===== config.mk =====
export PLATFORM = sky130hd
export DESIGN_NAME = mux_rr_arbiter_flat
export DESIGN_NICKNAME = d
export VERILOG_FILES = /design/src/rtl/mux_rr_arbiter_if.sv /design/src/rtl/mux_rr_arbiter.sv /design/src/flat_wrapper.sv
export SDC_FILE = /design/constraint.sdc
export NUM_CORES = 1
export LEC_CHECK = 0
export ABC_AREA = 1
export CAP_MARGIN = 20
export CORE_ASPECT_RATIO = 1.5
export CORE_MARGIN = 2
export CORE_UTILIZATION = 35
export CTS_CLUSTER_DIAMETER = 100
export CTS_CLUSTER_SIZE = 8
export DETAILED_ROUTE_END_ITERATION = 8
export PLACE_DENSITY_LB_ADDON = 0.15
export SYNTH_ARGS = -nofsm -noshare
export SYNTH_HDL_FRONTEND = slang
export SYNTH_SLANG_ARGS = --single-unit

===== constraint.sdc =====
create_clock -name i_clk -period 1.1 [get_ports i_clk]
set_input_delay 0.11 -clock i_clk [delete_from_list [all_inputs] [get_ports i_clk]]
set_output_delay 0.11 -clock i_clk [all_outputs]
set_load 0.1 [all_outputs]

===== src/rtl/mux_rr_arbiter_if.sv =====
// Handshake bundle between N producer lanes, the round-robin mux stage and its consumer.
// The slave modport is the arbiter's view; the master modport is the producer/consumer side.
interface mux_rr_arbiter_if #(
  parameter int unsigned BIT_WIDTH = 16,
  parameter int unsigned SEL_WIDTH = 1
);
  localparam int unsigned NUM_INPUTS = 1 << SEL_WIDTH;

  logic [NUM_INPUTS-1:0]           i_valid;
  logic [NUM_INPUTS*BIT_WIDTH-1:0] i_inputs;
  logic [NUM_INPUTS-1:0]           o_ready;
  logic                            o_valid;
  logic [BIT_WIDTH-1:0]            o_outputs;
  logic [SEL_WIDTH-1:0]            o_sel;
  logic                            i_ready;

  modport master (
    output i_valid, i_inputs, i_ready,
    input  o_ready, o_valid, o_outputs, o_sel
  );

  modport slave (
    input  i_valid, i_inputs, i_ready,
    output o_ready, o_valid, o_outputs, o_sel
  );
endinterface


===== src/rtl/mux_rr_arbiter.sv =====
// Round-robin N-to-1 arbiter feeding a single-entry output buffer.
// The buffer reloads in the same cycle it drains, so one word per cycle is sustained.
module mux_rr_arbiter #(
  parameter int unsigned BIT_WIDTH  = 16,
  parameter int unsigned SEL_WIDTH  = 1,
  parameter int unsigned NUM_INPUTS = 1 << SEL_WIDTH
) (
  input logic             i_clk,
  input logic             i_rst_n,
  mux_rr_arbiter_if.slave bus
);

  typedef enum logic {
    EMPTY = 1'b0,
    FULL  = 1'b1
  } state_e;

  state_e               state_q, state_d;
  logic [SEL_WIDTH-1:0] ptr_q, ptr_d;
  logic [SEL_WIDTH-1:0] sel_q, sel_d;
  logic [BIT_WIDTH-1:0] data_q, data_d;
  logic [SEL_WIDTH-1:0] winner;
  logic                 any_valid;
  logic                 drain;
  logic                 can_load;
  logic                 load;

  // First valid requester scanning upward from ptr; index arithmetic wraps in SEL_WIDTH bits
  always_comb begin
    winner    = ptr_q;
    any_valid = 1'b0;
    for (int unsigned i = 0; i < NUM_INPUTS; i++) begin
      if (!any_valid && bus.i_valid[SEL_WIDTH'(ptr_q + SEL_WIDTH'(i))]) begin
        winner    = SEL_WIDTH'(ptr_q + SEL_WIDTH'(i));
        any_valid = 1'b1;
      end
    end
  end

  always_comb begin
    state_d     = state_q;
    ptr_d       = ptr_q;
    sel_d       = sel_q;
    data_d      = data_q;
    bus.o_ready = '0;
    drain       = (state_q == FULL) && bus.i_ready;
    can_load    = (state_q == EMPTY) || drain;
    load        = can_load && any_valid;

    // Reset gates ready so no handshake completes while the buffer is held clear
    if (load) begin
      bus.o_ready[winner] = i_rst_n;
      data_d              = bus.i_inputs[winner*BIT_WIDTH +: BIT_WIDTH];
      sel_d               = winner;
      ptr_d               = SEL_WIDTH'(winner + SEL_WIDTH'(1));
    end

    case (state_q)
      EMPTY: if (load) state_d = FULL;
      FULL:  if (drain && !load) state_d = EMPTY;
    endcase
  end

  always_ff @(posedge i_clk or negedge i_rst_n) begin
    if (!i_rst_n) begin
      state_q <= EMPTY;
      ptr_q   <= '0;
      sel_q   <= '0;
      data_q  <= '0;
    end else begin
      state_q <= state_d;
      ptr_q   <= ptr_d;
      sel_q   <= sel_d;
      data_q  <= data_d;
    end
  end

  assign bus.o_valid   = (state_q == FULL);
  assign bus.o_outputs = data_q;
  assign bus.o_sel     = sel_q;

endmodule


===== src/flat_wrapper.sv =====
// flat-port wrapper written by rule: the top's interface ports become plain ports
module mux_rr_arbiter_flat 
#(
  parameter int unsigned BIT_WIDTH  = 16,
  parameter int unsigned SEL_WIDTH  = 1,
  parameter int unsigned NUM_INPUTS = 1 << SEL_WIDTH
)
  (i_clk, i_rst_n, bus_i_valid, bus_i_inputs, bus_i_ready, bus_o_ready, bus_o_valid, bus_o_outputs, bus_o_sel);
  mux_rr_arbiter_if #(.BIT_WIDTH(BIT_WIDTH), .SEL_WIDTH(SEL_WIDTH)) bus_i ();
  input logic i_clk;
  input logic i_rst_n;
  input wire logic [$bits(bus_i.i_valid)-1:0] bus_i_valid;
  input wire logic [$bits(bus_i.i_inputs)-1:0] bus_i_inputs;
  input wire logic [$bits(bus_i.i_ready)-1:0] bus_i_ready;
  output wire logic [$bits(bus_i.o_ready)-1:0] bus_o_ready;
  output wire logic [$bits(bus_i.o_valid)-1:0] bus_o_valid;
  output wire logic [$bits(bus_i.o_outputs)-1:0] bus_o_outputs;
  output wire logic [$bits(bus_i.o_sel)-1:0] bus_o_sel;
  assign bus_i.i_valid = bus_i_valid;
  assign bus_i.i_inputs = bus_i_inputs;
  assign bus_i.i_ready = bus_i_ready;
  assign bus_o_ready = bus_i.o_ready;
  assign bus_o_valid = bus_i.o_valid;
  assign bus_o_outputs = bus_i.o_outputs;
  assign bus_o_sel = bus_i.o_sel;
  mux_rr_arbiter #(.BIT_WIDTH(BIT_WIDTH), .SEL_WIDTH(SEL_WIDTH), .NUM_INPUTS(NUM_INPUTS)) u_core (.i_clk(i_clk), .i_rst_n(i_rst_n), .bus(bus_i));
endmodule

Word level (Yosys, flattened, before mapping)
Index checks and enable logic that the tools add are counted.
Widths: inputs -> output; s select.
{"block": "totals", "register_bits": 19, "input_bits": 37, "out_inout_bits": 20, "elab_cells": 34}
{"block": "classes", "add_sub_neg": 2, "order_cmp": 4, "shifts": 1, "n_mux": 13, "n_bitwise": 2, "reduce_logical": 8}
{"op": "$shiftx 32x6->16", "count": 1}
{"op": "$mux 1", "count": 10}
{"op": "$lt 1x2->1 const B", "count": 3}
{"op": "$logic_and 1x1->1", "count": 5}
{"op": "$add 1x1->1 const B", "count": 2}
{"op": "$and 2x2->2", "count": 1}
{"op": "$logic_not 1->1", "count": 2}
{"op": "$mux 2", "count": 1}
{"op": "$pmux 1 s2", "count": 1}
{"op": "$demux 1 s1", "count": 1}
{"op": "$ge 1x1->1 const B", "count": 1}
{"op": "$logic_or 1x1->1", "count": 1}
{"op": "$not 1->1", "count": 1}

Depth between registers and ports, before layout
{"block": "logic_depth", "depth_word": 12, "depth_mapped": 8}

Worst setup path before layout
No wires, ideal clock.
{"block": "synth_timing", "kind": "reg-to-output", "from": "register u_core.state_q, in the netlist u_core.bus.o_valid", "to": "output bus_o_ready[0]", "t_arrival_ns": 2.403, "setup_slack_ns": -1.413, "stages_incl_launch_ff": 6, "path_buffers": 1, "path_cell_list": "dfrtp_1 inv_1 or2_1 nand2_4 buf_6 nor3_2"}
{"block": "synth_between", "elab_chain_len": 4, "word_cells_on_any_way": 5, "cone_classes": "mux (1); bitwise (1); reduce/logical (3)"}
{"element": "start, declared", "line_no": "mux_rr_arbiter.sv:18", "text": "state_e state_q, state_d;"}
{"element": "start signal, assigned", "line_no": "mux_rr_arbiter.sv:71", "text": "state_q <= state_d;"}
{"element": "$logic_and 1x1->1 / $not 1->1 (equally long branches)", "line_no": "mux_rr_arbiter.sv:46, mux_rr_arbiter.sv:47"}
{"element": "$logic_or 1x1->1 *", "line_no": "mux_rr_arbiter.sv:47", "text": "can_load = (state_q == EMPTY) || drain;"}
{"element": "$logic_and 1x1->1 *", "line_no": "mux_rr_arbiter.sv:48", "text": "load = can_load && any_valid;"}
{"element": "$mux 2 *", "line_no": "mux_rr_arbiter.sv:51", "text": "if (load) begin"}
{"element": "end, declared", "line_no": "flat_wrapper.sv:15", "text": "output wire logic [$bits(bus_i.o_ready)-1:0] bus_o_ready;"}
Every way passes the cells marked *; elsewhere a longest branch is shown, timed or not.

Worst setup path in the final report
{"block": "layout_timing", "from": "register u_core.ptr_q", "to": "output bus_o_ready[0]"}
{"block": "layout_between", "elab_chain_len": 12, "word_cells_on_any_way": 18, "cone_classes": "add/sub (1); order compare (2); mux (10); bitwise (1); reduce/logical (4)"}
{"element": "start, declared", "line_no": "mux_rr_arbiter.sv:19", "text": "logic [SEL_WIDTH-1:0] ptr_q, ptr_d;"}
{"element": "start signal, assigned", "line_no": "mux_rr_arbiter.sv:72", "text": "ptr_q <= ptr_d;"}
{"element": "$mux 1 (not written as such) (2 in series)", "line_no": "mux_rr_arbiter.sv:33", "text": "if (!any_valid && bus.i_valid[SEL_WIDTH'(ptr_q + SEL_WIDTH'(i))]) begin"}
{"element": "$mux 1", "line_no": "mux_rr_arbiter.sv:33"}
{"element": "$logic_not 1->1", "line_no": "mux_rr_arbiter.sv:33"}
{"element": "$logic_and 1x1->1", "line_no": "mux_rr_arbiter.sv:33"}
{"element": "$mux 1", "line_no": "mux_rr_arbiter.sv:33"}
{"element": "$lt 1x2->1 (not written as such) / $ge 1x1->1 (equally long branches)", "line_no": "mux_rr_arbiter.sv:52", "text": "bus.o_ready[winner] = i_rst_n;"}
{"element": "$logic_and 1x1->1 (not written as such)", "line_no": "mux_rr_arbiter.sv:52"}
{"element": "$mux 1 (not written as such)", "line_no": "mux_rr_arbiter.sv:52"}
{"element": "$demux 1 s1"}
{"element": "$and 2x2->2 (no source line)"}
{"element": "$mux 2 *", "line_no": "mux_rr_arbiter.sv:51"}
Every way passes the cells marked *; elsewhere a longest branch is shown, timed or not. The select of a mux whose other input is x is not followed.

==> results.py <==
metrics = {
    "critical_path": {
        "required_ns": 0.99,
        "crit_slowest_cell": "dfrtp_1",
        "path_class": "reg -> out",
        "end_kind": "output port",
        "max_stage_delay_ns": 0.43,
        "start_kind": "flip-flop",
        "crit_arrival_ns": 1.41,
        "crit_top_cell": "nand2_4",
        "path_max_fanout": 4,
        "crit_chain": "nand2_2, nand2_4, nand2_4, inv_4, nor3_4, buf_12",
    },
    "sta": {
        "period_minus_slack_ns": 1.52,
        "totalNegativeSetupSlack_ns": -4.42,
        "slew_violations": 0,
        "rsz0062_at_grt": "true",
        "hold_violations": 0,
        "post-route-period-util": 1.38,
        "clock_skew_ns": 0.00458,
        "worst_slack_ns": -0.421,
        "worst-slew-pin-transition_ns": 0.254,
        "slew_headroom": 0.831,
        "setup_viol": 22,
        "fmax_ghz": 0.657,
    },
    "detailed_routing": {
        "firstDrtPassIters": 4,
        "vias_per_cell": 4.71,
        "drc": 0,
        "final_antenna_net_count": 0,
        "drt_iter0_markers": 24,
        "wl_per_cell_um": 12.9,
        "wirelength_mm": 3.23,
        "dr_total_vias": 1181,
    },
    "clock_tree": {
        "cts_tree": "built",
        "h-tree-depth": 1,
        "clk_latency_ns": 0.25,
        "cts_root_buf": "clkbuf_8",
        "cts_sinks": 19,
        "numCtsBuffers": 3,
        "cts_buffer_depth": 2,
        "clkTransAtPathRegs_ns": 0.07,
    },
    "pwr": {
        "leakage_nw": 1.03,
        "p_total_mw": 7.19,
        "power_density_mw_per_mm2": 3470,
        "peakVddDrop_v": 0.00200,
    },
    "logic_synthesis": {
        "yosys.cell_types.count": 15,
        "netlist_top_cells_area": "dfrtp_1 45%, nand2_1 30%, nand3_1 7.6%, nand2_4 4.3%, buf_6 3.2%",
        "syn_nets": 180,
        "yosys.area.top_type": "dfrtp_1",
        "yosys_warnings": 0,
        "synth_top_area_frac": 0.451,
        "syn-cell-area_mm2": 0.00105,
        "avgSynthCellArea_um2": 7.38,
        "synthCells": 143,
        "synth-seq-area-share": 0.451,
        "ys_ff_latch": 19,
    },
    "layout": {
        "area_growth_syn_to_layout_pct": 96.3,
        "layout-drive-gt1-share": 0.335,
        "nets": 250,
        "antenna_cells": 0,
        "multiInputGateArea_um2": 561,
        "regArea_um2": 479,
        "fillers": 239,
    },
    "place": {
        "io_buffers": 56,
        "place_congestion": 0.733,
        "dp_hpwl_mm": 2.36,
    },
    "floorplan": {
        "io_pins": 57,
        "row_count": 24,
        "initial_core_util": 0.366,
        "die_w_um": 48.8,
        "die_h_um": 71.2,
        "dieArea_mm2": 0.00348,
        "coreArea_mm2": 0.00288,
    },
    "global_route": {
        "grt_pass1_wl_mm": 5.53,
        "grt_max_degree": 20,
        "grt_pass1_vias": 1241,
        "overflow": 0,
        "grt_antenna_before_repair": 0,
        "track_usage": 0.203,
    },
    "outcome": {
        "outcome": "finished, violations left",
        "violations": "negative setup slack",
    },
    "flow_run": {
        "drv_cap": 0,
    },
    "min_path": {
        "hold_path_class": "in -> async",
    },
}
[final timing paths]
check	from	endpoint	slack, ns	cells past startpoint
worst max register to register	u_core.ptr_q	u_core.ptr_q	-0.22	8
worst min-delay path	i_rst_n	u_core.bus.o_outputs[6]	0.23	2
worst min register to register	u_core.bus.o_outputs[7]	u_core.bus.o_outputs[7]	0.54	2
worst max-delay path	u_core.ptr_q	bus_o_ready[0]	-0.42	6
max in group asynchronous	i_rst_n	u_core.bus.o_valid	0.64	2
min in group i_clk	bus_i_ready	u_core.bus.o_valid	0.46	2
[final cells by class]
type | count | area share
repair buffers | 70 | 0.431
multi-input cells | 112 | 0.271
flip-flops and latches | 19 | 0.231
well taps | 39 | 0.0236
clock buffers | 3 | 0.0199
inverters | 6 | 0.0157
repair inverters | 1 | 0.00544
clock inverters | 1 | 0.00242
[critical path, delay by kind of cell, from the launching register on]
family	cells	cell delay, ns
AND/OR/NAND/NOR	4	0.47
flip-flops	1	0.43
buffers and inverters	2	0.25
[routing by layer]
metal / routed length, µm / GRT usage / vias up
li1: - / - / 577
met1: 1150 / 0.209 / 558
met2: 1840 / 0.400 / 42
met3: 195 / 0.0500 / 4
met4: 41 / 0.0508 / 0
met5: 0 / 0 / -
[registers in the layout, indices dropped and copies added, names as in the netlist]
name                  flops
u_core.bus.o_outputs     16
u_core.ptr_q              1
u_core.bus.o_valid        1
u_core.bus.o_sel          1
[cell usage after synthesis, drive strengths merged]
master	n
buf	6
dfrtp	19
inv	6
nand2	89
nand3	17
nor3	2
o21ai	3
or2	1
[report_power, final]
group	internal, mW	total (mW)	switching (mW)
Clock	0.252	0.491	0.239
Combinational	1.90	5.29	3.39
Sequential	1.03	1.41	0.372
[stage by stage]
| step | cell area [µm²] | worst slack, ns | std cells | util | hold slack [ns] |
|---|---|---|---|---|---|
| floorplan | 1070 | -0.835 | 143 | - | -0.186 |
| global placement | 1900 | -0.324 | 242 | 0.659 | 0.527 |
| detailed placement | 1900 | -0.368 | 242 | 0.659 | 0.511 |
| CTS | 2050 | -0.430 | 249 | 0.712 | 0.241 |
| global route | 2070 | -0.475 | 251 | 0.718 | 0.268 |
| finish | 2070 | -0.421 | 251 | 0.718 | 0.229 |
[what timing repair did]
| item | CTS | global route |
|---|---|---|
| resized for setup | 32 | 1 |
| buffers inserted | 2 | 2 |
| endpoints found under the setup margin | 22 | 22 |
| hold buffers | 0 | 0 |
| pin swaps | 15 | 3 |
| cloned | 1 | 0 |
[cells in the final DEF (no fill, tap or decap), drive strengths merged]
master and count:
nand3 17, clkbuf 3, or2 1, nand2 89
dfrtp 19, clkinv 1, nor3 2, buf 34
inv 7, clkdlybuf4s50 36, o21ai 3
[kinds of logic after synthesis]
logic type,Yosys count,synth area share
compound gates,3,0.0142
simple gates,109,0.458
buf+inv,12,0.0771
flops,19,0.451
Power figures use the tool's default switching activity.
